[config.mk]
export PLATFORM = sky130hd
export DESIGN_NAME = clk_div_ctrl
export DESIGN_NICKNAME = d
export VERILOG_FILES = /design/src/rtl/clk_div_pkg.sv /design/src/rtl/div_counter.sv /design/src/rtl/clk_div_ctrl.sv
export SDC_FILE = /design/constraint.sdc
export NUM_CORES = 1
export LEC_CHECK = 0
export BUFFER_PORTS_ARGS = -buffer_cell sky130_fd_sc_hd__clkbuf_2
export CORE_MARGIN = 3
export CORE_UTILIZATION = 30
export DETAILED_ROUTE_END_ITERATION = 8
export PLACE_DENSITY = 0.46
export SETUP_SLACK_MARGIN = 0.4
export SLEW_MARGIN = 0
export SYNTH_ARGS = -nofsm -noshare
export SYNTH_HDL_FRONTEND = slang
export SYNTH_SLANG_ARGS = --single-unit
[constraint.sdc]
create_clock -name clk -period 2.5 [get_ports clk]
set_clock_uncertainty 0.2 [all_clocks]
set_input_delay 0.25 -clock clk [delete_from_list [all_inputs] [get_ports clk]]
set_output_delay 0.25 -clock clk [all_outputs]
set_load 0.05 [all_outputs]
[src/rtl/clk_div_pkg.sv]
// clk_div_pkg: shared types and constants for the programmable clock divider.
package clk_div_pkg;

    // Controller states; PEND means running with a ratio change queued.
    typedef enum logic [1:0] {
        ST_IDLE = 2'd0,
        ST_RUN  = 2'd1,
        ST_PEND = 2'd2
    } state_t;

    // Smallest ratio that still yields a high and a low phase.
    localparam int MIN_DIV = 2;

    // Width of the optional completed-period counter.
    localparam int PCNT_W = 16;

endpackage : clk_div_pkg

[src/rtl/div_counter.sv]
// div_counter: period counter for the clock divider. Counts 0..N-1, flags the
// wrap cycle, and produces the registered divided clock level and tick.
module div_counter #(
    parameter int DIV_W = 8
) (
    input  logic             clk,
    input  logic             rst,
    input  logic             start,
    input  logic             active,
    input  logic             halt,
    input  logic [DIV_W-1:0] n_cur,
    output logic             wrap,
    output logic             clk_out,
    output logic             tick
);

    logic [DIV_W-1:0] cnt_q;
    logic [DIV_W-1:0] cnt_d;
    logic [DIV_W-1:0] cnt_inc;
    logic [DIV_W-1:0] half;
    logic             clk_out_q;
    logic             clk_out_d;
    logic             tick_q;
    logic             tick_d;

    assign half    = n_cur >> 1;
    assign cnt_inc = cnt_q + DIV_W'(1);
    assign wrap    = active && (cnt_q == (n_cur - DIV_W'(1)));

    // Next count and output levels; a new period always opens high with a tick
    // because any legal ratio has at least one high cycle.
    always_comb begin
        cnt_d     = '0;
        clk_out_d = 1'b0;
        tick_d    = 1'b0;
        if (start) begin
            cnt_d     = '0;
            clk_out_d = 1'b1;
            tick_d    = 1'b1;
        end else if (active) begin
            if (wrap) begin
                cnt_d     = '0;
                clk_out_d = !halt;
                tick_d    = !halt;
            end else begin
                cnt_d     = cnt_inc;
                clk_out_d = (cnt_inc < half);
                tick_d    = 1'b0;
            end
        end
    end

    // Counter and output registers.
    always_ff @(posedge clk or posedge rst) begin
        if (rst) begin
            cnt_q     <= '0;
            clk_out_q <= 1'b0;
            tick_q    <= 1'b0;
        end else begin
            cnt_q     <= cnt_d;
            clk_out_q <= clk_out_d;
            tick_q    <= tick_d;
        end
    end

    assign clk_out = clk_out_q;
    assign tick    = tick_q;

endmodule : div_counter

[src/rtl/clk_div_ctrl.sv]
// clk_div_ctrl: programmable clock-divider controller with run/stop control and
// a req/ack ratio-change handshake applied only on period boundaries.
// Optional feature: define CLK_DIV_CNT_EN to add the period_cnt output.
//
// state   | meaning
// --------+---------------------------------------------------------------
// IDLE    | stopped, clk_out low; ratio requests applied immediately
// RUN     | dividing with cur_div
// PEND    | dividing with cur_div, new ratio held until the next wrap
module clk_div_ctrl
    import clk_div_pkg::*;
#(
    parameter int DIV_W   = 8,
    parameter int DEF_DIV = 8
) (
    input  logic             clk,
    input  logic             rst,
    input  logic             en,
    input  logic             div_req,
    input  logic [DIV_W-1:0] div_val,
    output logic             div_ack,
    output logic             div_err,
    output logic             clk_out,
    output logic             tick,
    output logic [DIV_W-1:0] cur_div,
    output logic             busy
`ifdef CLK_DIV_CNT_EN
    ,
    output logic [PCNT_W-1:0] period_cnt
`endif
);

    localparam logic [DIV_W-1:0] MIN_DIV_W = DIV_W'(MIN_DIV);
    localparam logic [DIV_W-1:0] DEF_DIV_W = DIV_W'(DEF_DIV);

    state_t           state_q;
    state_t           state_d;
    logic [DIV_W-1:0] cur_div_q;
    logic [DIV_W-1:0] cur_div_d;
    logic [DIV_W-1:0] pend_q;
    logic [DIV_W-1:0] pend_d;
    logic             ack_pipe_q;
    logic             ack_pipe_d;
    logic             err_pipe_q;
    logic             err_pipe_d;
    logic             ack_q;
    logic             ack_d;
    logic             err_q;
    logic             err_d;

    logic             active;
    logic             start;
    logic             wrap;
    logic             stop_now;
    logic             req_valid;
    logic             accept;

    assign active    = (state_q != ST_IDLE);
    assign stop_now  = wrap && !en;
    assign req_valid = (div_val >= MIN_DIV_W);

    // A request is taken only when no ack is in flight and nothing is queued.
    // The stopping wrap edge is skipped so the request lands cleanly in IDLE.
    assign accept = div_req && !ack_q && !ack_pipe_q &&
                    ((state_q == ST_IDLE) || ((state_q == ST_RUN) && !stop_now));

    div_counter #(
        .DIV_W (DIV_W)
    ) u_div_counter (
        .clk     (clk),
        .rst     (rst),
        .start   (start),
        .active  (active),
        .halt    (!en),
        .n_cur   (cur_div_q),
        .wrap    (wrap),
        .clk_out (clk_out),
        .tick    (tick)
    );

    // Next-state, ratio and handshake logic; the ack is issued one cycle after
    // the edge on which the request is completed.
    always_comb begin
        state_d    = state_q;
        cur_div_d  = cur_div_q;
        pend_d     = pend_q;
        ack_pipe_d = 1'b0;
        err_pipe_d = 1'b0;
        ack_d      = ack_pipe_q;
        err_d      = err_pipe_q;
        start      = 1'b0;
        case (state_q)
            ST_IDLE: begin
                if (accept) begin
                    ack_pipe_d = 1'b1;
                    err_pipe_d = !req_valid;
                    if (req_valid) begin
                        cur_div_d = div_val;
                    end
                end
                if (en) begin
                    start   = 1'b1;
                    state_d = ST_RUN;
                end
            end
            ST_RUN: begin
                if (stop_now) begin
                    state_d = ST_IDLE;
                end else if (accept) begin
                    if (req_valid) begin
                        pend_d  = div_val;
                        state_d = ST_PEND;
                    end else begin
                        ack_pipe_d = 1'b1;
                        err_pipe_d = 1'b1;
                    end
                end
            end
            ST_PEND: begin
                if (wrap) begin
                    cur_div_d  = pend_q;
                    pend_d     = '0;
                    ack_pipe_d = 1'b1;
                    state_d    = en ? ST_RUN : ST_IDLE;
                end
            end
            default: begin
                state_d = ST_IDLE;
            end
        endcase
    end

    // Controller state and registered handshake outputs.
    always_ff @(posedge clk or posedge rst) begin
        if (rst) begin
            state_q    <= ST_IDLE;
            cur_div_q  <= DEF_DIV_W;
            pend_q     <= '0;
            ack_pipe_q <= 1'b0;
            err_pipe_q <= 1'b0;
            ack_q      <= 1'b0;
            err_q      <= 1'b0;
        end else begin
            state_q    <= state_d;
            cur_div_q  <= cur_div_d;
            pend_q     <= pend_d;
            ack_pipe_q <= ack_pipe_d;
            err_pipe_q <= err_pipe_d;
            ack_q      <= ack_d;
            err_q      <= err_d;
        end
    end

    assign div_ack = ack_q;
    assign div_err = err_q;
    assign cur_div = cur_div_q;
    assign busy    = active;

`ifdef CLK_DIV_CNT_EN
    logic [PCNT_W-1:0] pcnt_q;
    logic [PCNT_W-1:0] pcnt_d;

    // Completed periods, saturating; restarted by each accepted valid change.
    always_comb begin
        pcnt_d = pcnt_q;
        if (accept && req_valid) begin
            pcnt_d = '0;
        end else if (wrap && (pcnt_q != {PCNT_W{1'b1}})) begin
            pcnt_d = pcnt_q + PCNT_W'(1);
        end
    end

    // Period counter register.
    always_ff @(posedge clk or posedge rst) begin
        if (rst) begin
            pcnt_q <= '0;
        end else begin
            pcnt_q <= pcnt_d;
        end
    end

    assign period_cnt = pcnt_q;
`endif

endmodule : clk_div_ctrl
==> results.cfg <==
[status]
outcome = finished with violations
violations = setup timing

[setup_path]
cp_data_required_time_ps = 2460
cp-start-kind = flop
crit_start = cur_div[2]
cp-end-kind = flop
path_class = reg -> reg
critPathArrivalTime_ps = 2510
crit_fanout = 9
rr_startpoint = cur_div[2]

[drt]
wl_per_cell_um = 14.8
ant_nets = 0
routed_wl_um = 4680
drcViolationCount = 0
num_vias = 1494
drt_iter0_drc = 59
drt-vias-per-instance = 4.73
dr.pass1.iters = 4

[synthesis]
netlist.area_leader.share_pct = 40.6
synth_warnings = 0
synth_seq_cells = 32
synth_edf_count = 0
synth_async_sr_flop_share_pct = 100
netlist-cell-type-count = 46
seq_area_frac_synth_pct = 42.0
yosysTopAreaCell = dfrtp_1
syn_area_mm2 = 0.00191
synth_ff_type = dfrtp_1
netlist_instances = 190
netlist_top_cells_area = dfrtp_1, ha_1, mux2i_1, o221a_1, xnor2_1
synth_nets = 210
synth_area_per_cell_um2 = 10.1

[cts]
htreeDepth = 2
cts.sinks = 32
cts_root_buf = clkbuf_8
cts_buffers = 5
cts_tree = built
clk-insertion-delay-late_ps = 280
clk_path_buf_depth = 2
path_clk_slew_ps = 60

[power]
p_int_w = 0.00162
swShare_pct = 46.6
p_sw_w = 0.00141
p_per_area_mw_per_mm2 = 1210
p_comb_share_pct = 57.6
seq_power_share_pct = 30.0
clkPwrFrac_pct = 12.5
ir_drop_mv = 0.575
leakage_nw = 1.15

[placement]
place_ws_ps = -65.4
hpwl_um = 3550
gp_congestion = 0.762
port_buffers = 24

[timing]
post-route-min-period_ps = 2550
period_share_pct = 102
tightestPinTransition_ps = 556
clock.fmax_ghz = 0.392
slew_headroom_pct = 62.6
drv_slew = 0
finalHoldViolCount = 0
setup_slack_ps = -48.5
worst_hold_slack_ps = 13.1
setup_viol = 15
rsz0062_at_grt = yes

[run]
drv_cap = 0

[floorplan]
io_pins = 25
fp-row-count = 28
die_w_um = 85.8
start_util_pct = 31.5
die_y_um = 85.8
fp.dieArea_mm2 = 0.00737
core_area_mm2 = 0.00606

[global_route]
grtUsageTotal_pct = 13.6
grt_first_pass_wirelength_um = 7800
grt_pass1_vias = 1597
overflow = 0
grt_antenna_before_repair = 0
grt_max_degree = 33

[cells_and_area]
final_layout_size_suffix_gt1_share_pct = 37.8
area_delta_synth_final_pct = 31.8
diodes = 0
nets = 260

[min_path]
hold_class = in -> reg
holdCritStartpoint = div_val[0]
-- logic make-up (layout without fill, tap and decap cells) --
| kind of cell | after synthesis | count (layout) | synth area share [%] |
|---|---|---|---|
| simple gates | 62 | 62 | 18.7 |
| compound gates | 39 | 39 | 16.8 |
| flops | 32 | 32 | 42.0 |
| fa+ha+maj | 8 | 8 | 5.24 |
| mux | 10 | 10 | 5.24 |
| xor+xnor | 14 | 14 | 6.41 |
| buf+inv | 25 | 76 | 5.63 |
-- layout by cell type, fill, tap and decap left out, drive strengths merged, types with 2 or more instances in the layout --
cell and count:
a31oi 2, clkbuf 31, xnor2 9, buf 23
or3 2, xor2 5, dfrtp 31, and2 5
a21oi 3, ha 8, a211oi 2, inv 20
o21ai 12, nor4 2, nor2 8, nand2 14
nor2b 6, nand3 8, o221a 8, o21bai 2
a21o 2, nand4 2, nor3 4, mux2i 10
and3 2, nand2b 5, a21boi 2
-- metal layers --
| metal | global-route usage [%] | vias to the layer above | part of all wire, % |
|---|---|---|---|
| met5 | 0 | - | 0 |
| met4 | 4.32 | 0 | 1.1 |
| met3 | 2.69 | 6 | 2.5 |
| met2 | 21.2 | 23 | 44 |
| met1 | 19.1 | 697 | 53 |
| li1 | - | 768 | - |
-- sequential cells by signal, summed over array words and instances (netlist names) --
signal                 flops
state_q                    2
u_div_counter.tick         1
pend_q                     8
cur_div                    8
u_div_counter.cnt_q        8
u_div_counter.clk_out      1
div_ack                    1
ack_d                      1
err_d                      1
div_err                    1
-- area by class of cell --
type                       instances  area [um^2]
timing repair buffer              48          330
inverter                          20         75.1
fill                             595         3540
multi-input combinational        133         1130
clock buffer                       7         76.3
sequential                        32          807
clock inverter                     1         5.00
tap                               75         93.8
-- power by group through the flow --
stage	sequential, W	combinational (W)	clock, W
global placement	0.000902	0.00165	0
floorplan	0.00117	0.000882	0
CTS	0.000908	0.00173	0.000396
detailed placement	0.000900	0.00165	0
global route	0.000936	0.00192	0.000419
finish	0.000910	0.00175	0.000379
-- critical path: stages, from the launching register on --
cell and delay (ps):
dfrtp_2 400, or3_4 380, or3_4 380, buf_6 130, a2111oi_4 380, nand3_2 260, o221a_1 310
-- cell usage after synthesis, types with 5 or more instances --
master	instances
dfrtp_1	31
and2_1	5
o221a_1	8
nand2_1	13
o21ai_0	12
nor2b_1	6
nand2b_1	5
nor2_1	8
xnor2_1	9
xor2_1	5
ha_1	8
inv_1	20
nand3_1	7
mux2i_1	10
-- per-stage QoR --
stage	TNS, ps	cell area, um^2	total power, W	std cells	utilization, %
floorplan	-311	1960	0.00205	190	-
global placement	-290	2300	0.00255	306	38.0
detailed placement	-816	2300	0.00255	306	38.0
CTS	-417	2480	0.00304	316	40.9
global route	-2150	2520	0.00328	316	41.6
finish	-356	2520	0.00304	316	41.6
-- worst paths after layout --
path | slack (ps) | depth (start not counted) | end
max | -50 | 6 | cur_div[0]
min | 10 | 3 | pend_q[0]
max reg2reg | -50 | 6 | cur_div[0]
min reg2reg | 160 | 0 | div_err
max in group asynchronous | 1380 | 4 | cur_div[3]
min in group asynchronous | 390 | 4 | u_div_counter.cnt_q[6]
-- repair_timing --
action                                 4_1_cts  5_1_grt
gates resized for setup                     24        9
setup buffers                                1        0
hold buffers                                 1        0
endpoints found under the hold margin       31        0
setup endpoints to repair                   30       30
pin swaps                                    7        5
Power figures use the tool's default switching activity.
